## src/rtl/rv32i_control_fsm.sv

```systemverilog
// Multi-cycle F/D/E/M/WB sequencer for the RV32I ALU datapath; owns pc, ir and instret.
// Macro CTRL_ILLEGAL_TRAP_EN: illegal opcodes set o_illegal and park in HALT; otherwise they retire as NOPs.
module rv32i_control_fsm #(
  parameter logic [31:0] RESET_PC = 32'h0000_0000
) (
  input  logic        i_clk,
  input  logic        i_nrst,
  input  logic        i_enable,
  input  logic [31:0] i_instr_in,
  input  logic        i_mem_ack,
  input  logic [31:0] i_imm,
  input  logic        i_branch,
  input  logic [31:0] i_alu_result,
  output logic [31:0] o_pc,
  output logic [31:0] o_ir,
  output logic        o_alu_source,
  output logic        o_mem_read,
  output logic        o_mem_write,
  output logic        o_addr_sel,
  output logic        o_reg_write,
  output logic [31:0] o_instret,
  output logic [2:0]  o_state,
  output logic        o_illegal
);

  localparam logic [6:0] OP_R     = 7'b0110011;
  localparam logic [6:0] OP_I     = 7'b0010011;
  localparam logic [6:0] OP_LOAD  = 7'b0000011;
  localparam logic [6:0] OP_STORE = 7'b0100011;
  localparam logic [6:0] OP_BR    = 7'b1100011;
  localparam logic [6:0] OP_JAL   = 7'b1101111;
  localparam logic [6:0] OP_JALR  = 7'b1100111;
  localparam logic [6:0] OP_LUI   = 7'b0110111;

  typedef enum logic [2:0] {
    S_IDLE      = 3'd0,
    S_FETCH     = 3'd1,
    S_DECODE    = 3'd2,
    S_EXECUTE   = 3'd3,
    S_MEM       = 3'd4,
    S_WRITEBACK = 3'd5,
    S_HALT      = 3'd6
  } state_t;

  typedef struct packed {
    logic alu_source;
    logic mem_read;
    logic mem_write;
    logic addr_sel;
    logic reg_write;
  } strobe_t;

  state_t      r_state;
  strobe_t     r_strobe;
  logic [31:0] r_pc;
  logic [31:0] r_ir;
  logic [31:0] r_instret;
  logic        r_br_q;
  logic [6:0]  w_opcode;

  assign w_opcode = r_ir[6:0];

  function automatic logic is_mem_op(input logic [6:0] op);
    return (op == OP_LOAD) || (op == OP_STORE);
  endfunction

  function automatic logic is_legal(input logic [6:0] op);
    return (op == OP_R) || (op == OP_I) || (op == OP_LOAD) || (op == OP_STORE) ||
           (op == OP_BR) || (op == OP_JAL) || (op == OP_JALR) || (op == OP_LUI);
  endfunction

  // Strobe pattern for the state being entered; registered so outputs are glitch-free Moore.
  function automatic strobe_t strobes_for(input state_t s, input logic [6:0] op);
    strobe_t so;
    logic    imm_op;
    so     = '0;
    imm_op = (op == OP_I) || (op == OP_LOAD) || (op == OP_STORE) ||
             (op == OP_JALR) || (op == OP_LUI);
    case (s)
      S_FETCH: so.mem_read = 1'b1;
      S_DECODE, S_EXECUTE: so.alu_source = imm_op;
      S_MEM: begin
        so.alu_source = imm_op;
        so.addr_sel   = 1'b1;
        so.mem_read   = (op == OP_LOAD);
        so.mem_write  = (op == OP_STORE);
      end
      S_WRITEBACK: begin
        so.alu_source = imm_op;
        so.reg_write  = (op == OP_R) || (op == OP_I) || (op == OP_LOAD) ||
                        (op == OP_LUI) || (op == OP_JAL) || (op == OP_JALR);
      end
      default: so = '0;
    endcase
    return so;
  endfunction

`ifdef CTRL_ILLEGAL_TRAP_EN
  logic r_illegal;
  assign o_illegal = r_illegal;
`else
  assign o_illegal = 1'b0;
`endif

  always_ff @(posedge i_clk) begin
    if (!i_nrst) begin
      r_state   <= S_IDLE;
      r_strobe  <= '0;
      r_pc      <= RESET_PC;
      r_ir      <= '0;
      r_instret <= '0;
      r_br_q    <= 1'b0;
`ifdef CTRL_ILLEGAL_TRAP_EN
      r_illegal <= 1'b0;
`endif
    end else begin
      case (r_state)
        S_IDLE: begin
          if (i_enable) begin
            r_state  <= S_FETCH;
            r_strobe <= strobes_for(S_FETCH, w_opcode);
          end
        end
        S_FETCH: begin
          if (i_mem_ack) begin
            r_ir     <= i_instr_in;
            r_state  <= S_DECODE;
            r_strobe <= strobes_for(S_DECODE, i_instr_in[6:0]);
          end
        end
        S_DECODE: begin
`ifdef CTRL_ILLEGAL_TRAP_EN
          if (!is_legal(w_opcode)) begin
            r_illegal <= 1'b1;
            r_state   <= S_HALT;
            r_strobe  <= '0;
          end else begin
            r_state  <= S_EXECUTE;
            r_strobe <= strobes_for(S_EXECUTE, w_opcode);
          end
`else
          r_state  <= S_EXECUTE;
          r_strobe <= strobes_for(S_EXECUTE, w_opcode);
`endif
        end
        S_EXECUTE: begin
          r_br_q <= i_branch;
          if (is_mem_op(w_opcode)) begin
            r_state  <= S_MEM;
            r_strobe <= strobes_for(S_MEM, w_opcode);
          end else begin
            r_state  <= S_WRITEBACK;
            r_strobe <= strobes_for(S_WRITEBACK, w_opcode);
          end
        end
        S_MEM: begin
          if (i_mem_ack) begin
            r_state  <= S_WRITEBACK;
            r_strobe <= strobes_for(S_WRITEBACK, w_opcode);
          end
        end
        S_WRITEBACK: begin
          case (w_opcode)
            OP_BR:   r_pc <= r_br_q ? (r_pc + i_imm) : (r_pc + 32'd4);
            OP_JAL:  r_pc <= r_pc + i_imm;
            OP_JALR: r_pc <= i_alu_result & 32'hFFFF_FFFE;
            default: r_pc <= r_pc + 32'd4;
          endcase
          r_instret <= r_instret + 32'd1;
          if (i_enable) begin
            r_state  <= S_FETCH;
            r_strobe <= strobes_for(S_FETCH, w_opcode);
          end else begin
            r_state  <= S_IDLE;
            r_strobe <= '0;
          end
        end
        S_HALT: r_strobe <= '0;
        default: begin
          r_state  <= S_IDLE;
          r_strobe <= '0;
        end
      endcase
    end
  end

  assign o_pc         = r_pc;
  assign o_ir         = r_ir;
  assign o_instret    = r_instret;
  assign o_state      = r_state;
  assign o_alu_source = r_strobe.alu_source;
  assign o_mem_read   = r_strobe.mem_read;
  assign o_mem_write  = r_strobe.mem_write;
  assign o_addr_sel   = r_strobe.addr_sel;
  assign o_reg_write  = r_strobe.reg_write;

endmodule

```

## config.mk

```make
export PLATFORM = sky130hd
export DESIGN_NAME = rv32i_control_fsm
export DESIGN_NICKNAME = d
export VERILOG_FILES = /design/src/rtl/rv32i_control_fsm.sv
export SDC_FILE = /design/constraint.sdc
export NUM_CORES = 1
export LEC_CHECK = 0
export CAP_MARGIN = 30
export CORE_UTILIZATION = 52
export CTS_CLUSTER_DIAMETER = 100
export CTS_CLUSTER_SIZE = 14
export DETAILED_ROUTE_END_ITERATION = 12
export PLACE_DENSITY = 0.87
export RECOVER_POWER = 25
export SLEW_MARGIN = 20
export SYNTH_ARGS = -nofsm -noshare
export SYNTH_HDL_FRONTEND = slang
export SYNTH_SLANG_ARGS = --single-unit
```

## constraint.sdc

```tcl
create_clock -name i_clk -period 4.7 [get_ports i_clk]
set_input_delay 0.94 -clock i_clk [delete_from_list [all_inputs] [get_ports i_clk]]
set_output_delay 0.94 -clock i_clk [all_outputs]
set_load 0.1 [all_outputs]
```

## Word-level counts from Yosys, hierarchy flattened

Cells that the tools add are included.

- Add/subtract/negate cells: 3
- $mul: 0
- Div/mod/pow operators: 0
- Magnitude comparators: 0
- Eq/ne operators: 22
- Shifts and indexed selects: 0
- Muxes and demuxes: 14
- Bitwise operators: 1
- Reductions and logical operators: 18

Operators with widths:

| cell | count |
|---|---|
| $pmux W32 S3 | 1 |
| $eq A7 B6 Y1 const B | 5 |
| $add A32 B1 Y32 const B | 1 |
| $add A32 B3 Y32 const B | 1 |
| $add A32 B32 Y32 | 1 |
| $mux W32 | 1 |
| $pmux W5 S6 | 1 |
| $eq A7 B7 Y1 const B | 4 |
| $pmux W3 S7 | 1 |
| $mux W5 | 3 |
| $eq A7 B2 Y1 const B | 2 |
| $eq A7 B5 Y1 const B | 2 |
| $logic_or A1 B1 Y1 | 14 |
| $eq A3 B3 Y1 const B | 3 |
| $mux W3 | 3 |
| $mux W4 | 2 |
| $eq A3 B2 Y1 const B | 2 |
| $ne A2 B2 Y1 const B | 3 |
| $reduce_and A4 Y1 | 1 |
| $eq A3 B1 Y1 const B | 1 |
| $logic_not A3 Y1 | 1 |
| $reduce_and A3 Y1 | 1 |
| $mux W1 | 2 |
| $reduce_and A2 Y1 | 1 |
| $not A1 Y1 | 1 |

- Bits in registers: 105
- Latch bits: 0
- Memory bits (writable): 0
- ROM bits: 0
- Input port bits: 101
- Output and inout port bits: 105
- Logic and storage cells: 68
- Memories: 0

## Logic depth before layout (Yosys ltp)

Gate-level depths: netlist of the first run.

- Depth in word-level cells: 8
- Mapped depth: 10

## Least setup slack after synthesis of the first run

Ideal clock, no wire load.

- Kind: flip-flop to flip-flop
- From: register r_pc[4], in the netlist o_pc[4]
- To: register r_pc[21], in the netlist o_pc[21]
- Library setup time: 0.086 ns
- Arrival: 3.139 ns
- Required time: 4.614 ns
- Slack: 1.475 ns
- Cell stages (with the launch flop): 10
- Period minus slack after synthesis: 3.225 ns
- Cells stage by stage: dfxtp_1 ha_1 and2_4 a221oi_4 a211oi_2 or4_4 a31oi_2 xnor2_1 nand2_1 a221oi_2

- Word-level cells in the longest chain between the ends: 3
- Elaborated cells between the ends (all ways): 4

RTL lines:

| item | RTL line | RTL |
|---|---|---|
| start, declared | 55 | `logic [31:0] r_pc;` |
| start signal, assigned | 164 | `OP_BR: r_pc <= r_br_q ? (r_pc + i_imm) : (r_pc + 32'd4);` |
| start signal, assigned | 165 | `OP_JAL: r_pc <= r_pc + i_imm;` |
| start signal, assigned | 166 | `OP_JALR: r_pc <= i_alu_result & 32'hFFFF_FFFE;` |
| $add A32 B3 Y32 or $add A32 B32 Y32 (tied branches) | 164, 167, 165 |  |
| $mux W32 | 164 |  |
| $pmux W32 S3 * | 163 | `case (w_opcode)` |

Every way passes the cells marked *; elsewhere a longest branch is shown, timed or not.
A chain may end at the register's enable or synchronous reset.

## Worst setup path after layout of the first run

- From: input port i_imm[0]
- To: register r_pc[28], in the netlist o_pc[28]

- Word-level cells in the longest chain between the ends: 3

RTL lines:

| item | RTL line | RTL |
|---|---|---|
| start, declared | 11 | `input logic [31:0] i_imm,` |
| $add A32 B32 Y32 * | 164, 165 |  |
| $mux W32 | 164 |  |
| $pmux W32 S3 * | 163 |  |

Marks and branches as above.

==> reports/metrics.sh, run 1 <==
CLOCK_TREE.ROOT_CELL='clkbuf_16'
SW_FRAC_OF_TOTAL_PCT=29.3
YS_SEQ_AREA_SHARE_PCT=30.9
DIE-AREA_MM2=0.0135
RELSLEWSLACK_PCT=18.1
TIMING.FINAL.WS_SETUP_PS=1220
LAYOUT_COMMONEST_CELL='clkdlybuf4s50_1'
REMAINING_DRC_ERRORS=0
WORST-ENDPOINT-ARRIVAL_PS=3720
LAYOUT.CORE_UTILIZATION_PCT=73.5
SYNTH-ADDER-AREA-SHARE_PCT=6.37
GRT_PASS1_WL_MM=31.9
ROUTE.ANTENNA.REMAINING_NETS=0
DRIVE_ABOVE_1_SHARE_PCT=5.53
VIAS=7168
FINALINSTANCEAREA_MM2=0.00931
ASYNCSETRESETFLOPFRACSYNTH_PCT=0
POWER_DENSITY_mW_PER_MM2=245
P_CLK_SHARE_PCT=38.9
SYNTH_FF_TYPE='dfxtp_1'
VIASPERCELL=5.88
NUMPORTBUFFERS=203
NUMCTSBUFFERS=9
YS_WARN_COUNT=0
WORST_SETUP_PATH_START_KIND='primary input'
SEQUENTIALPOWERSHARE_PCT=41.0
TOTAL_SWITCHING_POWER_uW=668
ANTENNA_VIOLATIONS_BEFORE_REPAIR=0
CTS_TREE='done'
WORST_HOLD_STARTPOINT='o_ir[29]'
RR_STARTPOINT='o_pc[4]'
NETLIST-CELL-TYPE-COUNT=79
OUTCOME='finished clean'
SYNTH_ENABLE_FLOP_CELLS=0
NUMBER_OF_FAILING_HOLD_ENDPOINTS_AT_THE_FINAL_STAGE=0
LAYOUT-AREA-OVERHEAD-VS-SYNTH_PCT=37.0
YS_SEQ_ELEMENTS=105
CTS.REPAIR.RESIZED=0
MAX_ROOT_SINK_BUFFERS=2
POSTROUTEWIRELENGTH_MM=20.0
DP_HPWL_MM=14.8
LARGEST_FANOUT_ON_THE_CRITICAL_PATH=3
CLOCK_TREE.HTREE_LEVEL_COUNT=3
REGISTER_AREA_MM2=0.00210
DIE_EXTENT_IN_Y_UM=116
DOMINANT_COMBINATIONAL_CELL_FAMILY_BY_AREA_AFTER_SYNTHESIS='compound AO/OA/AOI/OAI gates'
TOTAL_ROUTING_USAGE_REPORTED_BY_GLOBAL_ROUTING_PCT=29.9
GLOBALROUTE.TOTALOVERFLOW=0
VIAS_IN_THE_FIRST_GLOBAL_ROUTE=6607
FIN_CRIT_SH_PCT=74.1
DRTITER0DRC=546
MAX_FREQ_MHz=287
CTS_SETUP_BUFFERS=0
MOSTFREQUENTLAYOUTCELLS='clkdlybuf4s50_1 (202), nand2_1 (125), dfxtp_1 (105)'
CORE_REGION_AREA_MM2=0.0127
FINAL_LAYOUT_SETUP_TOTAL_NEGATIVE_SLACK_PS=0
POST_SYNTH_AND_OR_NAND_NOR_AREA_FRACTION_PCT=23.9
YOSYS-MUX-AREA-FRACTION_PCT=0.460
DIE_W_UM=116
WORST_SKEW_PAIR.LATE_LATENCY_PS=350
LEAKAGEPOWER_nW=3.56
ENDPOINTS_FAILING_SETUP=0
POWER.SHARE.COMBINATIONAL_PCT=20.1
CLKTRANSATPATHREGS_PS=70
LAYOUT_MIN_CYCLE_TIME_PS=3480
SYN-CELL-AREA_MM2=0.00680
ENDPOINT_KIND='flop'
MAXCAPVIOLATIONS=0
LAYOUT.NETS=1178
CLOCK_SKEW_PS=6.02
POSTSYNTHCELLCOUNT=866
SYN-NUM-NETS=1001
POWER_REPORT.INTERNAL_TOTAL_mW=1.61
POSTCTSHOLDBUFS=0
ANTENNA_CELLS=0
DRT-WIRELENGTH-PER-CELL_UM=16.4
PLACED_CELL_AREA_MM2=0.00898
SYNTH_XOR_AREA_SHARE_PCT=10.0
RSZ0062_AT_GRT='no'
START_UTIL_PCT=53.7
FOOTPRINT_OF_THE_MULTI_INPUT_GATES_MM2=0.00445
TIMING.FINAL.MAX_SLEW_VIOLATIONS=0
WORST-SETUP-PATH-TYPE='in2reg'
DP_WORST_SETUP_SLACK_PS=880
PIN_COUNT_OF_THE_BIGGEST_NET_ENTERING_GLOBAL_ROUTING=63
CRITICAL_PATH_REQUIRED_PS=4940
WORST_HOLD_PATH_TYPE='reg2reg'
POWER_mW=2.28
WORST_IR_DROP_VDD_V=0.000293
ROUTABILITY_CONGESTION=0.891
CTS.SINK_COUNT=105
FILL_CELLS=992
IOPINCOUNT=206
WORSTMARGINPINSLEW_PS=1230
POSTSYNTHAREAPERCELL_UM2=7.85
NUM_ROWS=41
SETUP.WORST_PATH.START='i_imm[0]'
SYNTH-COMPOUND-AREA-SHARE_PCT=24.5
FIRST_PASS_ITERS=7
==> worst max-delay path, cell delays in order <==
cell and delay, ps:
clkdlybuf4s50_1 400, ha_1 220, fa_1 420, a211oi_1 290
o21bai_2 170, a21oi_1 190, a21oi_1 130, o21ai_0 480
o22ai_1 200, xnor2_1 180, o22ai_1 90
==> worst paths after layout <==
kind / end / slack [ps] / cells past startpoint
worst max-delay path: o_pc[28] / 1220 / 11
worst min-delay path: o_ir[29] / 450 / 2
worst min register to register: o_ir[29] / 450 / 2
worst max register to register: o_pc[21] / 1860 / 9
==> cells in the mapped netlist (3+ instances only) <==
library cell,instances,area [µm²]
o21bai_1,3,22.5
and2_1,9,56.3
clkbuf_1,40,150
o31ai_1,3,22.5
or3_1,9,56.3
o211ai_1,5,37.5
a221oi_1,18,158
o21ai_0,46,230
nand4_1,12,75.1
a22oi_1,4,30.0
a211oi_1,9,67.6
inv_1,17,63.8
xnor2_1,42,368
nand2b_1,5,31.3
a31oi_1,8,50.1
xor2_1,36,315
nor3_1,19,95.1
a21o_1,15,113
nor2_1,65,244
nor2b_1,5,31.3
o21ai_1,4,20.0
a222oi_1,10,100
o22ai_1,6,37.5
buf_2,5,25.0
nand2_1,125,469
dfxtp_1,105,2100
and3_1,12,75.1
nand3_1,30,150
nand4_2,3,37.5
nand3b_1,4,30.0
a21oi_1,103,515
ha_1,33,413
==> stage by stage <==
stage	cells	hold WS, ps
after floorplan	866	432
after global placement	1201	441
after detailed placement	1204	446
after CTS	1220	455
after global routing	1220	475
final	1220	454
==> registers in the layout, indices dropped and copies added, names as in the netlist <==
register      cells
o_pc             32
o_mem_read        1
o_reg_write       1
o_state           3
o_addr_sel        1
o_mem_write       1
o_instret        32
r_br_q            1
o_alu_source      1
o_ir             32
==> power groups by stage <==
stage	Clock, mW	Sequential [mW]	Combinational (mW)
after CTS	0.900	0.933	0.458
after global placement	0	0.953	0.446
after floorplan	0	1.09	0.147
after global routing	0.935	0.937	0.483
after detailed placement	0	0.954	0.455
final	0.886	0.933	0.458
==> routing by layer <==
metal  wire [µm]  share of wire (%)  GRT usage, %  up-vias
met1        8570                 43          37.9     3351
met2        9470                 47          49.4      307
met3        1420                7.1          5.45       36
met5           0                  0             0        -
li1            -                  -             -     3474
met4         556                2.8          13.2        0
==> cell families after synthesis <==
family	after synthesis
multiplexers	3
buffers and inverters	65
flip-flops	105
XOR/XNOR	78
AND/OR/NAND/NOR	324
adder cells (fa/ha/maj)	34
AO/OA/AOI/OAI	256
other	1
==> layout make-up <==
type                    instances  share of cell area (%)
flip-flops and latches        105                    22.6
clock inverters                 6                    1.28
inverters                      18                   0.726
well taps                     172                    2.31
clock buffers                  10                    2.46
multi-input cells             696                    47.8
repair buffers                213                    22.9
Power figures use the tool's default switching activity.
==> run 2: changes to the inputs <==
--- a/config.mk
+++ b/config.mk
@@ -6,11 +6,11 @@
 export NUM_CORES = 1
 export LEC_CHECK = 0
 export CAP_MARGIN = 30
-export CORE_UTILIZATION = 52
+export CORE_UTILIZATION = 48
 export CTS_CLUSTER_DIAMETER = 100
 export CTS_CLUSTER_SIZE = 14
 export DETAILED_ROUTE_END_ITERATION = 12
-export PLACE_DENSITY = 0.87
+export PLACE_DENSITY = 0.82
 export RECOVER_POWER = 25
 export SLEW_MARGIN = 20
 export SYNTH_ARGS = -nofsm -noshare
==> constraint.sdc (replaced) <==
create_clock -name i_clk -period 3.6 [get_ports i_clk]
set_input_delay 0.72 -clock i_clk [delete_from_list [all_inputs] [get_ports i_clk]]
set_output_delay 0.72 -clock i_clk [all_outputs]
set_load 0.1 [all_outputs]
==> reports/metrics.sh, run 2 (synthesis gave the netlist of run 1 again) <==
OUTCOME='finished clean'  # unchanged
TOTAL_ROUTING_USAGE_REPORTED_BY_GLOBAL_ROUTING_PCT=27.2  # was 29.9%
DP_HPWL_MM=14.5  # was 14.8 mm
DRTITER0DRC=591  # was 546
POSTROUTEWIRELENGTH_MM=20.1  # was 20.0 mm
IOPINCOUNT=206  # unchanged
DRIVE_ABOVE_1_SHARE_PCT=6.18  # was 5.53%
POWER_mW=2.85  # was 2.28 mW
CLOCK_TREE.HTREE_LEVEL_COUNT=3  # unchanged
WORST_SKEW_PAIR.LATE_LATENCY_PS=360  # was 350 ps
NUMCTSBUFFERS=9  # unchanged
PIN_COUNT_OF_THE_BIGGEST_NET_ENTERING_GLOBAL_ROUTING=58  # was 63
NUMBER_OF_FAILING_HOLD_ENDPOINTS_AT_THE_FINAL_STAGE=0  # unchanged
MAX_FREQ_MHz=310
REMAINING_DRC_ERRORS=0  # unchanged
POSTCTSHOLDBUFS=0  # unchanged
CLKTRANSATPATHREGS_PS=80  # was 70 ps
GRT_PASS1_WL_MM=32.1  # was 31.9 mm
WORST-ENDPOINT-ARRIVAL_PS=3440  # was 3720 ps
ENDPOINT_KIND='flop'  # unchanged
NUM_ROWS=43  # was 41
LAYOUT.CORE_UTILIZATION_PCT=66.4  # was 73.5%
POWER_DENSITY_mW_PER_MM2=310  # was 245 mW/mm²
FOOTPRINT_OF_THE_MULTI_INPUT_GATES_MM2=0.00444  # was 0.00445 mm²
MAXCAPVIOLATIONS=0  # unchanged
ROUTABILITY_CONGESTION=0.956  # was 0.891
ROUTE.LAYER.MET1.WL_MM=8.93  # was 8.57 mm
LARGEST_FANOUT_ON_THE_CRITICAL_PATH=3  # unchanged
DIE_W_UM=121  # was 116 µm
ROUTE.ANTENNA.REMAINING_NETS=0  # unchanged
RR_STARTPOINT='o_pc[4]'  # unchanged
RSZ0062_AT_GRT='no'  # unchanged
FINAL_LAYOUT_SETUP_TOTAL_NEGATIVE_SLACK_PS=0  # unchanged
RELSLEWSLACK_PCT=18.8  # was 18.1%
DIE-AREA_MM2=0.0146  # was 0.0135 mm²
NUMPORTBUFFERS=203  # unchanged
CTS_TREE='done'  # unchanged
WORST_HOLD_STARTPOINT='o_ir[24]'  # was o_ir[29]
ANTENNA_VIOLATIONS_BEFORE_REPAIR=0  # unchanged
CTS_SETUP_BUFFERS=0  # unchanged
FILL_CELLS=1170  # was 992
LAYOUT-AREA-OVERHEAD-VS-SYNTH_PCT=35.1  # was 37.0%
CLOCK_TREE.ROOT_CELL='clkbuf_16'  # unchanged
WORST_HOLD_PATH_CELL_COUNT=2  # unchanged
FIN_CRIT_SH_PCT=89.5
DIE_EXTENT_IN_Y_UM=121  # was 116 µm
HOLD_PATH_END='o_ir[24]'  # was o_ir[29]
WORST_SETUP_PATH_START_KIND='primary input'  # unchanged
VIAS_IN_THE_FIRST_GLOBAL_ROUTE=6564  # was 6,607
CRITICAL_PATH_REQUIRED_PS=3820  # was 4940 ps
TIMING.FINAL.MAX_SLEW_VIOLATIONS=0  # unchanged
LAYOUT.NETS=1183  # was 1,178
LAYOUT_COMMONEST_CELL='clkdlybuf4s50_1'  # unchanged
WORST_HOLD_PATH_TYPE='reg2reg'  # unchanged
TIMING.REG2REG.SETUP_SLACK_PS=780  # was 1860 ps
MAX_ROOT_SINK_BUFFERS=2  # unchanged
WORST_R2R_PATH_DEPTH=9  # unchanged
WORST-SETUP-PATH-TYPE='in2reg'  # unchanged
FINALINSTANCEAREA_MM2=0.00918  # was 0.00931 mm²
REGISTER_AREA_MM2=0.00210  # unchanged
CRIT-REG2REG-CAPTURE='o_pc[21]'  # unchanged
MOSTFREQUENTLAYOUTCELLS='clkdlybuf4s50_1 (182), nand2_1 (125), dfxtp_1 (105)'  # was clkdlybuf4s50_1 (202), nand2_1 (125), dfxtp_1 (105)
CTS.SINK_COUNT=105  # unchanged
ENDPOINTS_FAILING_SETUP=0  # unchanged
GLOBALROUTE.TOTALOVERFLOW=0  # unchanged
CLOCK_SKEW_PS=8.95  # was 6.02 ps
LAYOUT_MIN_CYCLE_TIME_PS=3220
CTS.REPAIR.RESIZED=0  # unchanged
ANTENNA_CELLS=0  # unchanged
DRT-WIRELENGTH-PER-CELL_UM=16.3  # was 16.4 µm
WL_MET3_MM=1.21  # was 1.42 mm
DETAILROUTE.WIRELENGTH.MET2_MM=9.58  # was 9.47 mm
CORE_REGION_AREA_MM2=0.0138  # was 0.0127 mm²
VIASPERCELL=5.73  # was 5.88
START_UTIL_PCT=49.2  # was 53.7%
LEAKAGEPOWER_nW=3.52  # was 3.56 nW
WORSTMARGINPINSLEW_PS=1220  # was 1230 ps
PLACED_CELL_AREA_MM2=0.00897  # was 0.00898 mm²
VIAS=7062  # was 7,168
FIRST_PASS_ITERS=5  # was 7
WORST_IR_DROP_VDD_V=0.000303  # was 0.000293 V
DR.MAX_LAYER_USED='met4'  # unchanged
-- run 2: cell count changes in the layout (fill, tap and decap cells not counted), sizes merged --
cell / before / now
buf: 7 / 15
bufinv: 3 / 1
clkbuf: 13 / 28
clkdlybuf4s50: 202 / 182
dlygate4sd3: 1 / 2
inv: 20 / 22
-- run 2: power by group --
group	internal [mW]	leakage [nW]	switching (mW)
Sequential	1.19	0.849	0.0310
Clock	0.548	0.147	0.489
Combinational	0.215	2.52	0.375
Total	1.95	3.52	0.895
-- run 2: stage by stage --
step                std cells  setup slack, ps  hold WS [ps]
floorplan                 866              375           432
detailed placement       1217             42.5           446
global route             1232              301           468
CTS                      1232              418           456
finish                   1232              379           453
global placement         1216              120           441
-- run 2: cell type report --
class / count / share of cell area (%)
well taps: 180 / 2.45
repair buffers: 218 / 22.3
multi-input cells: 696 / 48.4
clock inverters: 6 / 0.804
clock buffers: 9 / 2.45
flip-flops and latches: 105 / 22.9
inverters: 18 / 0.736
-- run 2: how the worst max path moves through the flow --
stage / cells past startpoint / slack, ps / start / endpoint
after floorplan: 9 / 370 / o_pc[4] / o_pc[21]
after global placement: 11 / 120 / i_imm[0] / o_pc[30]
after detailed placement: 11 / 40 / i_imm[0] / o_pc[30]
after CTS: 11 / 420 / i_imm[0] / o_pc[30]
after global routing: 11 / 300 / i_imm[0] / o_pc[30]
final: 11 / 380 / i_imm[0] / o_pc[30]
-- run 2: routing by layer --
layer	vias up	track usage (%)
met5	-	0
met4	0	7.95
met3	35	5.87
met2	246	46.1
met1	3290	34.4
li1	3491	-
-- run 2: critical path, cell delays in order --
cell and delay [ps]:
clkdlybuf4s50_1 400, ha_1 220, fa_1 380, a211oi_1 320, o21bai_2 180, a221oi_4 310
o21ai_2 150, a21oi_1 350, nor3_1 90, a31o_1 200, o2bb2ai_1 110
==> run 3: changes to the inputs <==
--- a/config.mk
+++ b/config.mk
@@ -10,6 +10,7 @@
 export CTS_CLUSTER_DIAMETER = 100
 export CTS_CLUSTER_SIZE = 14
 export DETAILED_ROUTE_END_ITERATION = 12
+export HOLD_SLACK_MARGIN = 0.15
 export PLACE_DENSITY = 0.82
 export RECOVER_POWER = 25
 export SLEW_MARGIN = 20
==> results of run 3 <==
Same layout as run 2: the final DEF is identical, and so are final timing and power.
